## config.mk

```make
export PLATFORM = sky130hd
export DESIGN_NAME = insn_code_gen
export DESIGN_NICKNAME = d
export VERILOG_FILES = /design/src/rtl/ctrl_code_pkg.sv /design/src/rtl/insn_classify.sv /design/src/rtl/insn_code_gen.sv
export SDC_FILE = /design/constraint.sdc
export NUM_CORES = 1
export LEC_CHECK = 0
export CAP_MARGIN = 20
export CORE_ASPECT_RATIO = 1.4
export CORE_UTILIZATION = 52
export CTS_BUF_LIST = sky130_fd_sc_hd__clkbuf_8
export DETAILED_ROUTE_END_ITERATION = 8
export HOLD_SLACK_MARGIN = 0.06
export MAX_ROUTING_LAYER = met4
export PLACE_DENSITY = 0.79
export SLEW_MARGIN = 20
export SYNTH_ARGS = -nofsm -noshare
export SYNTH_HDL_FRONTEND = slang
export SYNTH_SLANG_ARGS = --single-unit
```

## constraint.sdc

```tcl
create_clock -name clk -period 8.3 [get_ports clk]
set_input_delay 1.245 -clock clk [delete_from_list [all_inputs] [get_ports clk]]
set_output_delay 1.245 -clock clk [all_outputs]
set_load 0.01 [all_outputs]
```

## src/rtl/ctrl_code_pkg.sv

```systemverilog
// Shared decode constants: opcodes, one-hot code bit positions, skid-buffer state.
// Latency: n/a (declarations only). Backpressure: n/a.
package ctrl_code_pkg;

    localparam int CODE_W     = 10;
    localparam int CODE_J     = 0;
    localparam int CODE_JR    = 1;
    localparam int CODE_LUI   = 2;
    localparam int CODE_AUIPC = 3;
    localparam int CODE_BR    = 4;
    localparam int CODE_R     = 5;
    localparam int CODE_ST    = 6;
    localparam int CODE_I     = 7;
    localparam int CODE_LD    = 8;
    localparam int CODE_CSR   = 9;

    localparam logic [6:0] OP_JAL      = 7'b1101111;
    localparam logic [6:0] OP_JALR     = 7'b1100111;
    localparam logic [6:0] OP_LUI      = 7'b0110111;
    localparam logic [6:0] OP_AUIPC    = 7'b0010111;
    localparam logic [6:0] OP_BRANCH   = 7'b1100011;
    localparam logic [6:0] OP_OP       = 7'b0110011;
    localparam logic [6:0] OP_OP_32    = 7'b0111011;
    localparam logic [6:0] OP_STORE    = 7'b0100011;
    localparam logic [6:0] OP_OP_IMM   = 7'b0010011;
    localparam logic [6:0] OP_OP_IMM32 = 7'b0011011;
    localparam logic [6:0] OP_LOAD     = 7'b0000011;
    localparam logic [6:0] OP_SYSTEM   = 7'b1110011;
    localparam logic [6:0] OP_LOAD_FP  = 7'b0000111;
    localparam logic [6:0] OP_STORE_FP = 7'b0100111;
    localparam logic [6:0] OP_OP_FP    = 7'b1010011;
    localparam logic [6:0] OP_FMADD    = 7'b1000011;
    localparam logic [6:0] OP_FMSUB    = 7'b1000111;
    localparam logic [6:0] OP_FNMSUB   = 7'b1001011;
    localparam logic [6:0] OP_FNMADD   = 7'b1001111;

    typedef enum logic [1:0] {
        EMPTY = 2'd0,
        ONE   = 2'd1,
        TWO   = 2'd2
    } skid_state_e;

    typedef struct packed {
        logic [CODE_W-1:0] code;
        logic              illegal;
        logic [31:0]       insn;
    } dec_t;

    function automatic logic [CODE_W-1:0] code_bit(input int idx);
        code_bit = {{(CODE_W-1){1'b0}}, 1'b1} << idx;
    endfunction

endpackage

```

## src/rtl/insn_classify.sv

```systemverilog
// Opcode to one-hot class; RV64F_DECODE_EN folds FP opcodes into existing classes.
// Latency: combinational. Backpressure: none.
module insn_classify
    import ctrl_code_pkg::*;
(
    input  logic [6:0]        opcode,
    output logic [CODE_W-1:0] code,
    output logic              illegal
);

    always_comb begin
        code    = '0;
        illegal = 1'b0;
        case (opcode)
            OP_JAL:                    code = code_bit(CODE_J);
            OP_JALR:                   code = code_bit(CODE_JR);
            OP_LUI:                    code = code_bit(CODE_LUI);
            OP_AUIPC:                  code = code_bit(CODE_AUIPC);
            OP_BRANCH:                 code = code_bit(CODE_BR);
            OP_OP, OP_OP_32:           code = code_bit(CODE_R);
            OP_STORE:                  code = code_bit(CODE_ST);
            OP_OP_IMM, OP_OP_IMM32:    code = code_bit(CODE_I);
            OP_LOAD:                   code = code_bit(CODE_LD);
            OP_SYSTEM:                 code = code_bit(CODE_CSR);
`ifdef RV64F_DECODE_EN
            OP_LOAD_FP:                code = code_bit(CODE_LD);
            OP_STORE_FP:               code = code_bit(CODE_ST);
            OP_OP_FP, OP_FMADD, OP_FMSUB,
            OP_FNMSUB, OP_FNMADD:      code = code_bit(CODE_R);
`endif
            default:                   illegal = 1'b1;
        endcase
    end

endmodule

```

## src/rtl/insn_code_gen.sv

```systemverilog
// Decode front end: classifies fetched instructions into a one-hot code (RV64F_DECODE_EN adds FP opcodes).
// Latency: 1 cycle in_fire -> out_valid; 1 insn/cycle sustained.
// Backpressure: 2-entry skid (M/S); registered in_ready drops only when both are full.
module insn_code_gen
    import ctrl_code_pkg::*;
#(
    parameter int PC_W = 64
) (
    input  logic              clk,
    input  logic              reset,
    input  logic              flush,
    input  logic              in_valid,
    output logic              in_ready,
    input  logic [31:0]       in_insn,
    input  logic [PC_W-1:0]   in_pc,
    output logic              out_valid,
    input  logic              out_ready,
    output logic [CODE_W-1:0] code,
    output logic [31:0]       insn,
    output logic [PC_W-1:0]   pc,
    output logic              illegal
);

    skid_state_e       state_q, state_d;
    dec_t              in_dec, m_q, s_q;
    logic [PC_W-1:0]   m_pc_q, s_pc_q;
    logic              in_ready_q;
    logic              in_fire, out_fire;
    logic              load_m_in, load_m_s, load_s;
    logic [CODE_W-1:0] cls_code;
    logic              cls_illegal;

    insn_classify u_classify (
        .opcode  (in_insn[6:0]),
        .code    (cls_code),
        .illegal (cls_illegal)
    );

    assign in_dec   = '{code: cls_code, illegal: cls_illegal, insn: in_insn};
    assign in_ready = in_ready_q;
    assign in_fire  = in_valid & in_ready;
    assign out_fire = out_valid & out_ready;

    always_ff @(posedge clk or posedge reset) begin
        if (reset) begin
            state_q    <= EMPTY;
            in_ready_q <= 1'b1;
        end else begin
            state_q    <= state_d;
            in_ready_q <= (state_d != TWO);
        end
    end

    always_comb begin
        state_d = state_q;
        case (state_q)
            EMPTY: if (in_fire) state_d = ONE;
            ONE: begin
                if (in_fire && !out_fire)      state_d = TWO;
                else if (out_fire && !in_fire) state_d = EMPTY;
            end
            TWO:   if (out_fire) state_d = ONE;
            default: state_d = EMPTY;
        endcase
        if (flush) state_d = EMPTY;
    end

    // Loads are suppressed under flush so a same-cycle input is truly dropped.
    always_comb begin
        out_valid = (state_q != EMPTY);
        load_m_in = 1'b0;
        load_m_s  = 1'b0;
        load_s    = 1'b0;
        if (!flush) begin
            case (state_q)
                EMPTY: load_m_in = in_fire;
                ONE: begin
                    load_m_in = in_fire & out_fire;
                    load_s    = in_fire & ~out_fire;
                end
                TWO:   load_m_s = out_fire;
                default: ;
            endcase
        end
    end

    always_ff @(posedge clk or posedge reset) begin
        if (reset) begin
            m_q    <= '0;
            s_q    <= '0;
            m_pc_q <= '0;
            s_pc_q <= '0;
        end else begin
            if (load_m_in) begin
                m_q    <= in_dec;
                m_pc_q <= in_pc;
            end else if (load_m_s) begin
                m_q    <= s_q;
                m_pc_q <= s_pc_q;
            end
            if (load_s) begin
                s_q    <= in_dec;
                s_pc_q <= in_pc;
            end
        end
    end

    assign code    = m_q.code;
    assign illegal = m_q.illegal;
    assign insn    = m_q.insn;
    assign pc      = m_pc_q;

endmodule

```

==> results of run 1 <==
-- cells in the mapped netlist, types with 2 or more instances --
| cell type | instances | share of area |
|---|---|---|
| a21oi_1 | 4 | 0.0022 |
| buf_6 | 17 | 0.021 |
| a221o_1 | 3 | 0.0033 |
| buf_2 | 11 | 0.0060 |
| a211oi_1 | 4 | 0.0033 |
| a22o_1 | 2 | 0.0019 |
| mux2_2 | 95 | 0.12 |
| dfrtp_1 | 216 | 0.59 |
| nand3_1 | 3 | 0.0016 |
| mux2i_1 | 94 | 0.10 |
| nor2b_1 | 5 | 0.0034 |
| inv_1 | 5 | 0.0020 |
| a22oi_1 | 7 | 0.0057 |
| clkbuf_1 | 12 | 0.0049 |
| o21a_1 | 2 | 0.0016 |
| o21ai_1 | 3 | 0.0016 |
| nor2_1 | 8 | 0.0033 |
| nand2_1 | 121 | 0.049 |
| buf_4 | 11 | 0.0090 |
| nor3_1 | 4 | 0.0022 |
| o21ai_0 | 102 | 0.055 |
-- worst paths after layout --
kind / startpoint / cells past startpoint / endpoint
max: out_ready / 6 / code[7]
min: s_q[37] / 2 / s_q[37]
max reg2reg: state_q[0] / 5 / code[7]
min reg2reg: s_q[37] / 2 / s_q[37]
max in group asynchronous: reset / 3 / state_q[0]
min in group asynchronous: reset / 2 / insn[18]
-- worst max-delay path, delay by kind of cell --
family	cells	cell delay (ps)
AOI/OAI and AO/OA	2	360
buffers and inverters	2	1550
and+or+nand+nor	2	1000
-- registers in the layout (all words and copies together), names as in the netlist --
| signal | count |
|---|---|
| pc | 64 |
| s_pc_q | 64 |
| s_q | 43 |
| insn | 32 |
| code | 10 |
| state_q | 2 |
| illegal | 1 |
| in_ready | 1 |
-- area by class of cell --
type / instances / area [um^2]
repair buffers: 213 / 2122
flip-flops and latches: 217 / 5431
clock buffers: 44 / 605.6
inverters: 5 / 26.28
multi-input cells: 473 / 3410
fillers: 1313 / 5383
clock inverters: 15 / 57.56
well taps: 236 / 295.3
-- kinds of logic (layout without fill, tap and decap cells) --
logic type	Yosys count	after routing	share of synthesized area
AND/OR/NAND/NOR	151	151	0.06890
AO/OA/AOI/OAI	132	132	0.08016
buffers and inverters	57	277	0.04313
flip-flops	217	217	0.5888
adder cells (fa/ha/maj)	1	1	0.001085
multiplexers	189	189	0.2180
-- placed cells by master, fill, tap and decap left out, drive strengths merged, types with 5 or more instances in the layout --
| cell | instances |
|---|---|
| mux2i | 94 |
| o21ai | 105 |
| dfrtp | 216 |
| a22oi | 7 |
| nand2 | 121 |
| clkbuf | 44 |
| nor2 | 8 |
| inv | 19 |
| clkdlybuf4s50 | 209 |
| mux2 | 95 |
| a21oi | 5 |
| nor2b | 5 |
-- power breakdown --
part | switching [uW] | leakage (uW) | internal, uW | total [uW]
logic | 242 | 0.00187 | 365 | 607
clock network | 393 | 0.000395 | 473 | 866
registers | 122 | 0.00270 | 1300 | 1420
-- per-layer routing --
metal,up-vias,share of wire,global-route usage
met2,178,0.49,0.3694
met4,0,0.037,0.1021
met5,-,0,-
met3,49,0.051,0.04682
met1,3065,0.42,0.2791
li1,2999,-,-
-- metrics by stage --
| step | instance area (um^2) | cells | hold slack (ps) | worst slack [ps] |
|---|---|---|---|---|
| finish | 11950 | 1203 | 487.6 | 4453 |
| global route | 11950 | 1203 | 496.4 | 4253 |
| CTS | 11950 | 1203 | 488.2 | 4444 |
| detailed placement | 11280 | 1144 | 474.1 | 3933 |
| global placement | 11280 | 1144 | 458.1 | 3972 |
| floorplan | 9225 | 747 | 448.0 | 1121 |
==> flow_metrics.tcl, run 1 <==
set metrics [dict create \
    critical_path.max_fanout 66 \
    cts_hold_buf 0 \
    cpPeakStageDelay_ps 1000 \
    die-width_um 114.6 \
    min_path_type "flop to flop" \
    first_iter_violations 383 \
    syn_nets 848 \
    final_core_util 0.6894 \
    finalCritPeriodShare 0.4635 \
    clock_skew_ps 17.71 \
    avgViaCountPerCell 5.229 \
    clk_latency_ps 490 \
    clk_root_buffer_cell "clkbuf_8" \
    die_area_um2 18280 \
    cts_buffers 35 \
    status "complete, no violations" \
    cp_data_arrival_time_ps 4170 \
    drv_cap 0 \
    synth_area_um2 9225 \
    ys_types 39 \
    ys.flop_type "dfrtp_1" \
    first_pass_iters 4 \
    cts_resized 0 \
    clock-sinks 217 \
    areaGrowthSynthToFinish_pct 29.51 \
    synth_cells 747 \
    yosysWarningCount 0 \
    r2r_setup_slack_ps 5300 \
    via_count 6291 \
    dp_hpwl_um 12530 \
    startpoint_type "primary input" \
    coreArea_um2 17330 \
    grt_pass1_vias 6511 \
    fin_setup_tns_ps 0 \
    min_period_ps 3847 \
    grt_usage 0.2298 \
    p_per_area_nw_per_um2 242.1 \
    worstMarginPinSlew_ps 1101 \
    grt_max_degree 145 \
    die_h_um 159.6 \
    cts_tree "done" \
    grt_overflow 0 \
    wl_um 20010 \
    p_total_uw 2892 \
    antenna_found_initial 0 \
    ctsHtreeMaxLevel 2 \
    drc 0 \
    grt_pass1_wl_um 32530 \
    synth.avg_cell_area_um2 12.35 \
    clk_pin_slew_ps 70 \
    io_pins 210 \
    initial_core_util 0.5323 \
    hold_viol_final 0 \
    synth-seq-cells 217 \
    io_buffers 209 \
    gp_congestion 0.7849 \
    crit_type "primary input to flop" \
    crit_required_ps 8620 \
    wire_per_inst_um 16.63 \
    diodes 0 \
    slowest_stage "buf_4" \
    rsz0062_at_grt "false" \
    slew_headroom 0.2658 \
    nets 1046 \
    crit_chain "clkdlybuf4s50_1 -> and4bb_4 -> buf_4 -> nor2b_1 -> a211oi_1 -> a21oi_1" \
    clock.fmax_mhz 259.9 \
    postCtsSetupRepairBufs 0 \
    rows 57 \
    synth_seq_area_share 0.5888 \
    drive_gt1_frac 0.1582 \
    cts_buffer_depth 3 \
    p_leak_uw 0.004970 \
    ir_drop_mv 0.1349 \
    async_reset_ff_frac 1.000 \
    synth_edf_count 0 \
    final_antenna_net_count 0 \
    endpoint_kind "flop" \
    setup_viol 0 \
    maxSlewViolCount 0 \
]
(Power assumes the default switching activity.)
==> run 2: changes to the inputs <==
- CORE_UTILIZATION: 52 -> 47
- PLACE_DENSITY: 0.79 -> 0.76
- clock period: 8.3 -> 3.3 ns (I/O delays scaled with it)
==> run 2 against run 1 <==
Effect of this change:
- clock power grew 150%
- routed wire length grew 2.2%
- die area is 10% higher
- sequential cell count is the same
- power rose to 2.5 times the previous value
- final area up 1.5%
- setup slack lost 3400 ps
- register-to-register slack got worse by 3900 ps
- first-iteration DRC count is 17% lower
- critical path type is now flop to output pin
==> flow_metrics.tcl, run 2 (same netlist as run 1, synthesis figures left out) <==
set metrics [dict create \
    endpoint_kind "output pin" \
    io_buffers 209 \
    p_leak_uw 0.005036 \
    min_path_type "primary input to asynchronous set/reset pin" \
    status "complete, no violations" \
    dp_cells 1167 \
    die-width_um 120.4 \
    finalCritPeriodShare 0.6678 \
    fin_setup_tns_ps 0 \
    areaGrowthSynthToFinish_pct 31.43 \
    drv_cap 0 \
    io_pins 210 \
    dp_hpwl_um 13480 \
    cts_buffer_depth 3 \
    clock-sinks 217 \
    setup_viol 0 \
    gp_congestion 0.8044 \
    grt_usage 0.2150 \
    first_pass_iters 7 \
    layout_commonest_cell "dfrtp_1" \
    cts_buffers 34 \
    clock.fmax_mhz 453.8 \
    maxSlewViolCount 0 \
    slew_headroom 0.5131 \
    p_total_uw 7278 \
    initial_core_util 0.4800 \
    coreArea_um2 19220 \
    layout_common_cells "216 x dfrtp_1, 209 x clkdlybuf4s50_1, 120 x nand2_1" \
    clock_skew_ps 14.53 \
    grt_pass1_vias 6532 \
    final_core_util 0.6309 \
    avgViaCountPerCell 5.240 \
    drc 0 \
    rows 60 \
    instances_no_fill 1223 \
    hold_viol_final 0 \
    clk_root_buffer_cell "clkbuf_8" \
    p_per_area_nw_per_um2 600.3 \
    first_iter_violations 317 \
    wl_um 20440 \
    r2r_setup_slack_ps 1370 \
    cts_tree "done" \
    clk_pin_slew_ps 60 \
    drive_gt1_frac 0.1653 \
    cp_data_arrival_time_ps 1710 \
    die_h_um 167.8 \
    crit_required_ps 2800 \
    min_period_ps 2204 \
    antenna_found_initial 1 \
    via_count 6408 \
    postCtsSetupRepairBufs 0 \
    grt_overflow 0 \
    die_area_um2 20200 \
    wire_per_inst_um 16.71 \
    fin_area_um2 12120 \
    startpoint_type "flop" \
    nets 1056 \
    critical_path.max_fanout 7 \
    grt_pass1_wl_um 33600 \
    grt_max_degree 87 \
    cts_resized 0 \
    worstMarginPinSlew_ps 728.8 \
    cts_hold_buf 0 \
    final_antenna_net_count 0 \
    place_area_um2 11480 \
    clk_latency_ps 490 \
    rsz0062_at_grt "false" \
    ctsHtreeMaxLevel 2 \
    ir_drop_mv 0.3333 \
    crit_type "flop to output pin" \
]
==> run 2: cell count changes in the layout (fill, tap and decap cells not counted), sizes merged <==
cell | previous run | this run
clkbuf | 44 | 41
bufinv | 0 | 1
diode | 0 | 1
inv | 19 | 17
clkinv | 1 | 0
clkinvlp | 0 | 1
buf | 4 | 15
==> run 2: per-layer routing <==
layer / share of wire / routed length, um / GRT usage / up-vias
met1: 0.41 / 8345 / 0.2547 / 3149
met5: 0 / 0 / - / -
met3: 0.042 / 859 / 0.03065 / 57
met2: 0.51 / 10380 / 0.3571 / 188
li1: - / - / - / 3014
met4: 0.042 / 852 / 0.1068 / 0
==> run 2: area by class of cell <==
class	instances	area, um^2
antenna	1	2.502
clock buffer	41	564.3
clock inverter	14	78.83
fill	1601	7094
inverter	5	22.52
multi-input combinational	473	3410
sequential	217	5431
tap	248	310.3
timing repair buffer	224	2305
==> run 2: worst paths after layout <==
| check | startpoint | to | cells past startpoint |
|---|---|---|---|
| max reg2reg | state_q[0] | insn[7] | 4 |
| max in group asynchronous | reset | in_ready | 3 |
| min | reset | pc[39] | 2 |
| max | state_q[1] | out_valid | 2 |
| min in group clk | insn[0] | insn[0] | 2 |
| min reg2reg | insn[0] | insn[0] | 2 |
==> run 2: power by group <==
part	switching [uW]	internal (uW)	leakage, uW
combinational	610	932	0.00196
sequential	315	3260	0.00270
clock	968	1190	0.000378
total	1890	5390	0.00504
==> run 2: worst max-delay path, stage by stage, from the launching register on <==
cell and delay (ps):
dfrtp_1 440, or2_2 310, clkdlybuf4s50_1 480
==> run 2: metrics by stage <==
stage	setup WS, ps	hold slack (ps)
6_report	1096	471.5
2_1_floorplan	-20.30	448.0
5_1_grt	1004	500.9
3_5_place_dp	794.4	468.6
4_1_cts	1051	472.8
3_3_place_gp	847.8	464.5
